File: src/rtl/bfly_operand_loader_if.sv
// Handshake and operand bus for the butterfly operand loader.
// master drives the word stream and consumes sets; slave is the loader.
interface bfly_operand_loader_if #(
  parameter int DW = 8,
  parameter int WW = 3
);
  logic          in_valid;
  logic          in_ready;
  logic          sop;
  logic [DW-1:0] din;
  logic          out_valid;
  logic          out_ready;
  logic [WW-1:0] w;
  logic [DW-1:0] reb;
  logic [DW-1:0] imb;
  logic [DW-1:0] rea;
  logic [DW-1:0] ima;
  logic          busy;
  logic          err;
  logic          clr_err;

  modport master (
    output in_valid, sop, din, out_ready, clr_err,
    input  in_ready, out_valid, w, reb, imb, rea, ima, busy, err
  );

  modport slave (
    input  in_valid, sop, din, out_ready, clr_err,
    output in_ready, out_valid, w, reb, imb, rea, ima, busy, err
  );
endinterface

File: src/rtl/bfly_operand_loader.sv
// Serial-to-parallel butterfly operand loader with one shadow set.
// Optional protocol checks enabled by defining BFLY_LOAD_CHK_EN.
module bfly_operand_loader #(
  parameter int DW = 8,
  parameter int WW = 3
) (
  input  logic                  clock,
  input  logic                  rst,
  bfly_operand_loader_if.slave  bus
);

  typedef enum logic [2:0] {
    S_W, S_REB, S_IMB, S_REA, S_IMA
  } state_e;

  state_e        state_q;
  logic          pend_q;
  logic          ov_q;
  logic [WW-1:0] ws_q;
  logic [DW-1:0] rebs_q;
  logic [DW-1:0] imbs_q;
  logic [DW-1:0] reas_q;
  logic [DW-1:0] imas_q;
  logic [WW-1:0] w_q;
  logic [DW-1:0] reb_q;
  logic [DW-1:0] imb_q;
  logic [DW-1:0] rea_q;
  logic [DW-1:0] ima_q;

  logic acc;
  logic consume;
  logic slot_free;

  assign acc       = bus.in_valid && !pend_q;
  assign consume   = ov_q && bus.out_ready;
  assign slot_free = !ov_q || bus.out_ready;

  // Sequencer, shadow capture, pend buffering and output register load
  always_ff @(posedge clock or posedge rst) begin
    if (rst) begin
      state_q <= S_W;
      pend_q  <= 1'b0;
      ov_q    <= 1'b0;
      ws_q    <= '0;
      rebs_q  <= '0;
      imbs_q  <= '0;
      reas_q  <= '0;
      imas_q  <= '0;
      w_q     <= '0;
      reb_q   <= '0;
      imb_q   <= '0;
      rea_q   <= '0;
      ima_q   <= '0;
    end else begin
      if (consume) ov_q <= 1'b0;
      if (pend_q && consume) begin
        w_q    <= ws_q;
        reb_q  <= rebs_q;
        imb_q  <= imbs_q;
        rea_q  <= reas_q;
        ima_q  <= imas_q;
        ov_q   <= 1'b1;
        pend_q <= 1'b0;
      end
      if (acc) begin
        if (bus.sop) begin
          ws_q    <= bus.din[WW-1:0];
          state_q <= S_REB;
        end else begin
          unique case (state_q)
            S_W: begin
              ws_q    <= bus.din[WW-1:0];
              state_q <= S_REB;
            end
            S_REB: begin
              rebs_q  <= bus.din;
              state_q <= S_IMB;
            end
            S_IMB: begin
              imbs_q  <= bus.din;
              state_q <= S_REA;
            end
            S_REA: begin
              reas_q  <= bus.din;
              state_q <= S_IMA;
            end
            S_IMA: begin
              state_q <= S_W;
              if (slot_free) begin
                w_q   <= ws_q;
                reb_q <= rebs_q;
                imb_q <= imbs_q;
                rea_q <= reas_q;
                ima_q <= bus.din;
                ov_q  <= 1'b1;
              end else begin
                imas_q <= bus.din;
                pend_q <= 1'b1;
              end
            end
            default: state_q <= S_W;
          endcase
        end
      end
    end
  end

  assign bus.in_ready  = !pend_q;
  assign bus.out_valid = ov_q;
  assign bus.w         = w_q;
  assign bus.reb       = reb_q;
  assign bus.imb       = imb_q;
  assign bus.rea       = rea_q;
  assign bus.ima       = ima_q;
  assign bus.busy      = (state_q != S_W) || pend_q;

`ifdef BFLY_LOAD_CHK_EN
  logic err_q;
  logic rng_bad;
  logic set_err;

  if (WW < DW) begin : g_rng
    assign rng_bad = |bus.din[DW-1:WW];
  end else begin : g_norng
    assign rng_bad = 1'b0;
  end

  assign set_err = acc && (
    (bus.sop && state_q != S_W) ||
    ((bus.sop || state_q == S_W) && rng_bad));

  // Sticky error; a new event beats a simultaneous clear
  always_ff @(posedge clock or posedge rst) begin
    if (rst)              err_q <= 1'b0;
    else if (set_err)     err_q <= 1'b1;
    else if (bus.clr_err) err_q <= 1'b0;
  end

  assign bus.err = err_q;
`else
  logic unused_chk;
  assign unused_chk = bus.clr_err;
  assign bus.err    = 1'b0;
`endif

endmodule

File: src/flat_wrapper.sv
// flat-port wrapper written by rule: the top's interface ports become plain ports
module bfly_operand_loader_flat 
#(
  parameter int DW = 8,
  parameter int WW = 3
)
  (clock, rst, bus_in_valid, bus_sop, bus_din, bus_out_ready, bus_clr_err, bus_in_ready, bus_out_valid, bus_w, bus_reb, bus_imb, bus_rea, bus_ima, bus_busy, bus_err);
  bfly_operand_loader_if #(.DW(DW), .WW(WW)) bus_i ();
  input  logic clock;
  input  logic rst;
  input wire logic [$bits(bus_i.in_valid)-1:0] bus_in_valid;
  input wire logic [$bits(bus_i.sop)-1:0] bus_sop;
  input wire logic [$bits(bus_i.din)-1:0] bus_din;
  input wire logic [$bits(bus_i.out_ready)-1:0] bus_out_ready;
  input wire logic [$bits(bus_i.clr_err)-1:0] bus_clr_err;
  output wire logic [$bits(bus_i.in_ready)-1:0] bus_in_ready;
  output wire logic [$bits(bus_i.out_valid)-1:0] bus_out_valid;
  output wire logic [$bits(bus_i.w)-1:0] bus_w;
  output wire logic [$bits(bus_i.reb)-1:0] bus_reb;
  output wire logic [$bits(bus_i.imb)-1:0] bus_imb;
  output wire logic [$bits(bus_i.rea)-1:0] bus_rea;
  output wire logic [$bits(bus_i.ima)-1:0] bus_ima;
  output wire logic [$bits(bus_i.busy)-1:0] bus_busy;
  output wire logic [$bits(bus_i.err)-1:0] bus_err;
  assign bus_i.in_valid = bus_in_valid;
  assign bus_i.sop = bus_sop;
  assign bus_i.din = bus_din;
  assign bus_i.out_ready = bus_out_ready;
  assign bus_i.clr_err = bus_clr_err;
  assign bus_in_ready = bus_i.in_ready;
  assign bus_out_valid = bus_i.out_valid;
  assign bus_w = bus_i.w;
  assign bus_reb = bus_i.reb;
  assign bus_imb = bus_i.imb;
  assign bus_rea = bus_i.rea;
  assign bus_ima = bus_i.ima;
  assign bus_busy = bus_i.busy;
  assign bus_err = bus_i.err;
  bfly_operand_loader #(.DW(DW), .WW(WW)) u_core (.clock(clock), .rst(rst), .bus(bus_i));
endmodule
File: config.mk
export PLATFORM = sky130hd
export DESIGN_NAME = bfly_operand_loader_flat
export DESIGN_NICKNAME = d
export VERILOG_FILES = /design/src/rtl/bfly_operand_loader_if.sv /design/src/rtl/bfly_operand_loader.sv /design/src/flat_wrapper.sv
export SDC_FILE = /design/constraint.sdc
export NUM_CORES = 1
export LEC_CHECK = 0
export ABC_AREA = 1
export BUFFER_PORTS_ARGS = -buffer_cell sky130_fd_sc_hd__buf_2
export CORE_UTILIZATION = 42
export CTS_BUF_LIST = sky130_fd_sc_hd__clkbuf_16
export CTS_CLUSTER_SIZE = 28
export DETAILED_ROUTE_END_ITERATION = 8
export GPL_TIMING_DRIVEN = 0
export REMOVE_ABC_BUFFERS = 1
export SLEW_MARGIN = 20
export SYNTH_ARGS = -nofsm -noshare
export SYNTH_HDL_FRONTEND = slang
export SYNTH_SLANG_ARGS = --single-unit
File: constraint.sdc
create_clock -name clock -period 5.87 [get_ports clock]
set_input_delay 0.587 -clock clock [delete_from_list [all_inputs] [get_ports clock]]
set_output_delay 0.587 -clock clock [all_outputs]
set_load 0.02 [all_outputs]
== After elaboration in Yosys (flattened, before gate mapping) ==
Cells that the tools add are included.
Storage, ports and cells
  register bits after elaboration: 75
  input bits: 14
  output and inout bits: 39
  word-level logic and storage cells: 74
Cells by class
  equal/unequal tests: 4
  multiplexer cells: 40
  bitwise logic cells: 2
  reduce and logical (&&, ||, !) cells: 15
Operators with widths (count)
  two-way mux 8 bit: 20
  two-way mux 3 bit: 8
  case mux 3 bit (4 select lines): 1
  two-way mux 1 bit: 11
  AND reduction 3 bit: 3
  equality test 3 x 2 -> 1 bit, second input constant: 2
  AND reduction 4 bit: 1
  equality test 3 x 1 -> 1 bit, second input constant: 1
  equality test 3 bit, second input constant: 1
  logical AND 1 bit: 3
  logical NOT 3 bit: 1
  nonzero test 3 bit: 1
  logical NOT 1 bit: 2
  logical OR 1 bit: 2
  NOT 1 bit: 2
  AND reduction 2 bit: 1
  nonzero test 2 bit: 1

== Logic depth before layout (Yosys ltp) ==
  word-level depth: 7
  mapped depth: 9
  depth with buffers taken out: 7

== Worst setup path after synthesis ==
No wires, ideal clock.
  path kind: input -> register
  start point: in bus_in_valid
  end point: reg u_core.reb_q[1] (netlist: u_core.bus.reb[1])
  library setup time: 0.117 ns
  arrival: 1.335 ns
  data required time: 5.753 ns
  slack: 4.418 ns
  stages on the path: 7
  buffers on the path: 2
  path through: nand2_2 > nor2_4 > buf_6 > nand3_4 > buf_2 > nand3_1 > nand2_1
Between the ends
  word-level cells in the longest chain between the ends: 2
RTL lines
  from (decl): line flat_wrapper.sv:11  | input wire logic [$bits(bus_i.in_valid)-1:0] bus_in_valid;
  logical AND 1 bit: line bfly_operand_loader.sv:34  | assign acc = bus.in_valid && !pend_q;
  two-way mux 8 bit: line bfly_operand_loader.sv:65  | if (acc) begin
  to (signal assigned): line bfly_operand_loader.sv:58  | reb_q <= rebs_q;
  to (signal assigned): line bfly_operand_loader.sv:91  | reb_q <= rebs_q;
  to (decl): line bfly_operand_loader.sv:25  | logic [DW-1:0] reb_q;
No other way between the ends.
A chain may end at the register's enable or synchronous reset.

== Worst setup path after layout ==
  start point: reg u_core.pend_q
  end point: reg u_core.rea_q[5] (netlist: u_core.bus.rea[5])
Between the ends
  word-level cells in the longest chain between the ends: 6
  elaborated cells on any way between the ends: 8
  those cells by class: 5 x mux; 3 x reduce/logical
RTL lines
  from (decl): line bfly_operand_loader.sv:17  | logic pend_q;
  from (signal assigned): line bfly_operand_loader.sv:42  | pend_q <= 1'b0;
  from (signal assigned): line bfly_operand_loader.sv:63  | pend_q <= 1'b0;
  from (signal assigned): line bfly_operand_loader.sv:98  | pend_q <= 1'b1;
  logical AND 1 bit: line bfly_operand_loader.sv:56  | if (pend_q && consume) begin
  two-way mux 8 bit: line bfly_operand_loader.sv:56
  two-way mux 8 bit: line bfly_operand_loader.sv:89  | if (slot_free) begin
  two-way mux 8 bit: line bfly_operand_loader.sv:70  | unique case (state_q)
  two-way mux 8 bit: line bfly_operand_loader.sv:66  | if (bus.sop) begin
  two-way mux 8 bit (*): line bfly_operand_loader.sv:65
  to (signal assigned): line bfly_operand_loader.sv:60  | rea_q <= reas_q;
  to (signal assigned): line bfly_operand_loader.sv:93  | rea_q <= reas_q;
  to (decl): line bfly_operand_loader.sv:27  | logic [DW-1:0] rea_q;
Every way passes the cells marked *; elsewhere a longest branch is shown, timed or not.

==> summary.txt <==
Synthesis
  – Sequential share of the synthesized area: 0.610
  – Commonest cells post-synth: nand2_1, dfrtp_1, nand3_1, nor2_1, o21ai_0
  – Most frequent cell after synthesis: nand2_1
  – Primary FF master, synth: dfrtp_1
  – Syn avg cell area: about 9 sq um
  – Syn Inst Count: around 340
  – Async SR Flop Fraction: 1.00
  – Area leader, netlist: dfrtp_1
  – Synth top area cells: dfrtp_1, nand2_1, nand3_1
  – Share of the synthesized area in the top cell type: 0.610
  – Post-synth EDFFs: 0
  – Register bit total from synthesis: 75
  – Mapped cell area: around 3000 sq um
  – Synth unique cells: 23
  – Synth Warn #: 0

Global route
  – Vias in the first global route: 2286
  – First-pass GRT wire length: about 11000 um
  – GRT Util Overall: 0.191
  – Gr ovfl total: 0
  – Largest net degree at the start of global routing: 45
  – Initial antenna violation count: 0

Clock network
  – Post-CTS Hold Buffers: 0
  – Post-CTS setup buffers: 0
  – TritonCTS buffer count: 9
  – Sink Count: between 70 and 80
  – Worst-path clk slew: 0.06 ns
  – CTS H-Tree Depth: 3
  – Worst-case clock buffer depth: 2
  – CTS tree: built
  – Root buffer cell: clkbuf_16
  – Clock latency on the worst-skew pair: between 0.3 and 0.4 ns
  – Post-CTS resize count: 0

Floorplan
  – Die Wd: just under 90 um
  – Core ar.: just under 7000 sq um
  – Row count: 30
  – Num ports: 53
  – Starting Density: 0.443
  – Die Height: about 90 um
  – Die Area: approximately 7700 sq um

STA
  – RSZ-0062 raised after global routing: false
  – Setup TNS: 0 ns
  – Slew Limit Fails: 0
  – Final setup fails: 0
  – Final Hold Viols: 0
  – Slew Limit Headroom: 0.580
  – Final period utilization: 0.347
  – Fmax: just under 500 MHz
  – Fin crit period: about 2 ns
  – Setup Skew: around 0.0046 ns
  – Least-Margin Pin Slew: around 0.63 ns

Place
  – Buffers on Ports: 50
  – # placed instances: around 470
  – Detail Placement HPWL: between 4000 and 5000 um
  – Routability cong.: between 0.7 and 0.8

Final layout
  – Final Non-Filler Cells: around 490
  – Layout cell share with drive strength beyond 1: 0.192
  – Final antenna diode count: 0
  – Layout Nets: between 400 and 500
  – Area Overhead vs Synth: 18.0%
  – FILL cells: 689

Pwr
  – LEAKAGE: around 2 nW
  – Pwr/cell area: 406 nW/um^2
  – Peak supply drop: approximately 0.16 mV

Critical path
  – WP data required: about 6.1 ns
  – Crit. End Element: flop
  – Kind of critical path: flop to flop
  – WP data arrival: around 2.3 ns
  – CP Max Fanout: 44
  – Critical Path Start Type: flop

Routing
  – Drt total wl: 6420 um
  – DRT iter0 DRCs: about 130
  – Via count: approximately 2400
  – First drt pass iteration count: 4
  – Wire per inst: 13.2 um
  – Avg Vias per Cell: approximately 4.8
  – Post-detailed-route DRC marker count: 0
  – Antenna Violating Nets Remaining: 0

Worst hold path
  – Hold crit path type: primary input to asynchronous set/reset pin

Run status
  – Status: finished, final reports clean

Flow run
  – Max-cap violations: 0
## metal layers
layer / track usage / share of wire / vias up
met5: 0 / 0 / -
met4: 0.0954 / 0.011 / 0
met3: 0.0396 / 0.050 / 7
met2: 0.288 / 0.46 / 69
met1: 0.265 / 0.48 / 1105
li1: - / - / 1180
## kinds of logic (layout without fill, tap and decap cells)
group | count (synthesis) | count (layout) | synth area share
buffers and inverters | 32 | 82 | 0.0553
AOI/OAI and AO/OA | 45 | 45 | 0.0740
DFF | 75 | 75 | 0.610
other | 1 | 1 | 0.00122
and+or+nand+nor | 188 | 188 | 0.260
## through the flow
stage	setup WS, ns	utilization	total power [mW]	hold WS (ns)	instance area, sq um
floorplan	3.37	-	0.919	0.442	2970
global placement	2.46	0.481	1.01	0.455	3340
detailed placement	3.63	0.488	1.02	0.459	3390
CTS	3.81	0.523	1.49	0.313	3630
global route	3.65	0.523	1.57	0.340	3630
finish	3.83	0.523	1.48	0.296	3630
## final cells by class
class | count | area, sq um | area share
Clock buffer | 9 | 225 | 0.0620
Clock inverter | 5 | 22.5 | 0.00620
Inverter | 16 | 62.6 | 0.0172
Multi-Input combinational cell | 234 | 1040 | 0.285
Sequential cell | 75 | 1880 | 0.517
Tap cell | 96 | 120 | 0.0331
Timing Repair Buffer | 52 | 290 | 0.0799
## registers in the layout, indices dropped and copies added, names as in the netlist
signal                cells
u_core.pend_q             1
u_core.bus.reb            8
u_core.bus.ima            8
u_core.ws_q               3
u_core.bus.imb            8
u_core.bus.rea            8
u_core.rebs_q             8
u_core.bus.out_valid      1
u_core.imas_q             8
u_core.state_q            3
u_core.reas_q             8
u_core.imbs_q             8
u_core.bus.w              3
## path summary, 6_finish.rpt
path | to | depth (start not counted) | start | slack [ns]
max | u_core.bus.rea[5] | 7 | u_core.pend_q | 3.83
min | u_core.bus.imb[3] | 2 | rst | 0.30
max reg2reg | u_core.bus.rea[5] | 7 | u_core.pend_q | 3.83
min reg2reg | u_core.bus.imb[1] | 2 | u_core.imbs_q[1] | 0.47
max in group asynchronous | u_core.imas_q[7] | 3 | rst | 5.01
min in group clock | u_core.bus.imb[1] | 2 | u_core.imbs_q[1] | 0.47
## worst max-delay path, stage by stage, from the launching register on
cell,delay [ns]
dfrtp_1,0.42
inv_2,0.09
nand2_2,0.08
nor2_4,0.28
nand3_4,0.51
nand2_8,0.38
nand2_1,0.12
nand2_1,0.07
## layout by cell type (no fill, tap or decap), types with 2 or more instances in the layout
cell / netlist / final
nand3_1: 30 / 29
inv_1: 15 / 14
buf_12: 0 / 2
o21ai_0: 19 / 19
clkbuf_16: 0 / 9
nor2_1: 21 / 21
buf_2: 7 / 50
clkinv_2: 0 / 3
o21ai_1: 16 / 16
dfrtp_1: 75 / 75
clkinv_1: 0 / 2
nand2_1: 127 / 127
nor3_1: 2 / 2
nand2_2: 3 / 3
a21oi_1: 9 / 9
## where the power goes
group | switching [mW] | internal, mW
clock network | 0.190 | 0.275
registers | 0.0695 | 0.648
logic | 0.188 | 0.106
No activity file was read; power rests on OpenSTA's default activity.
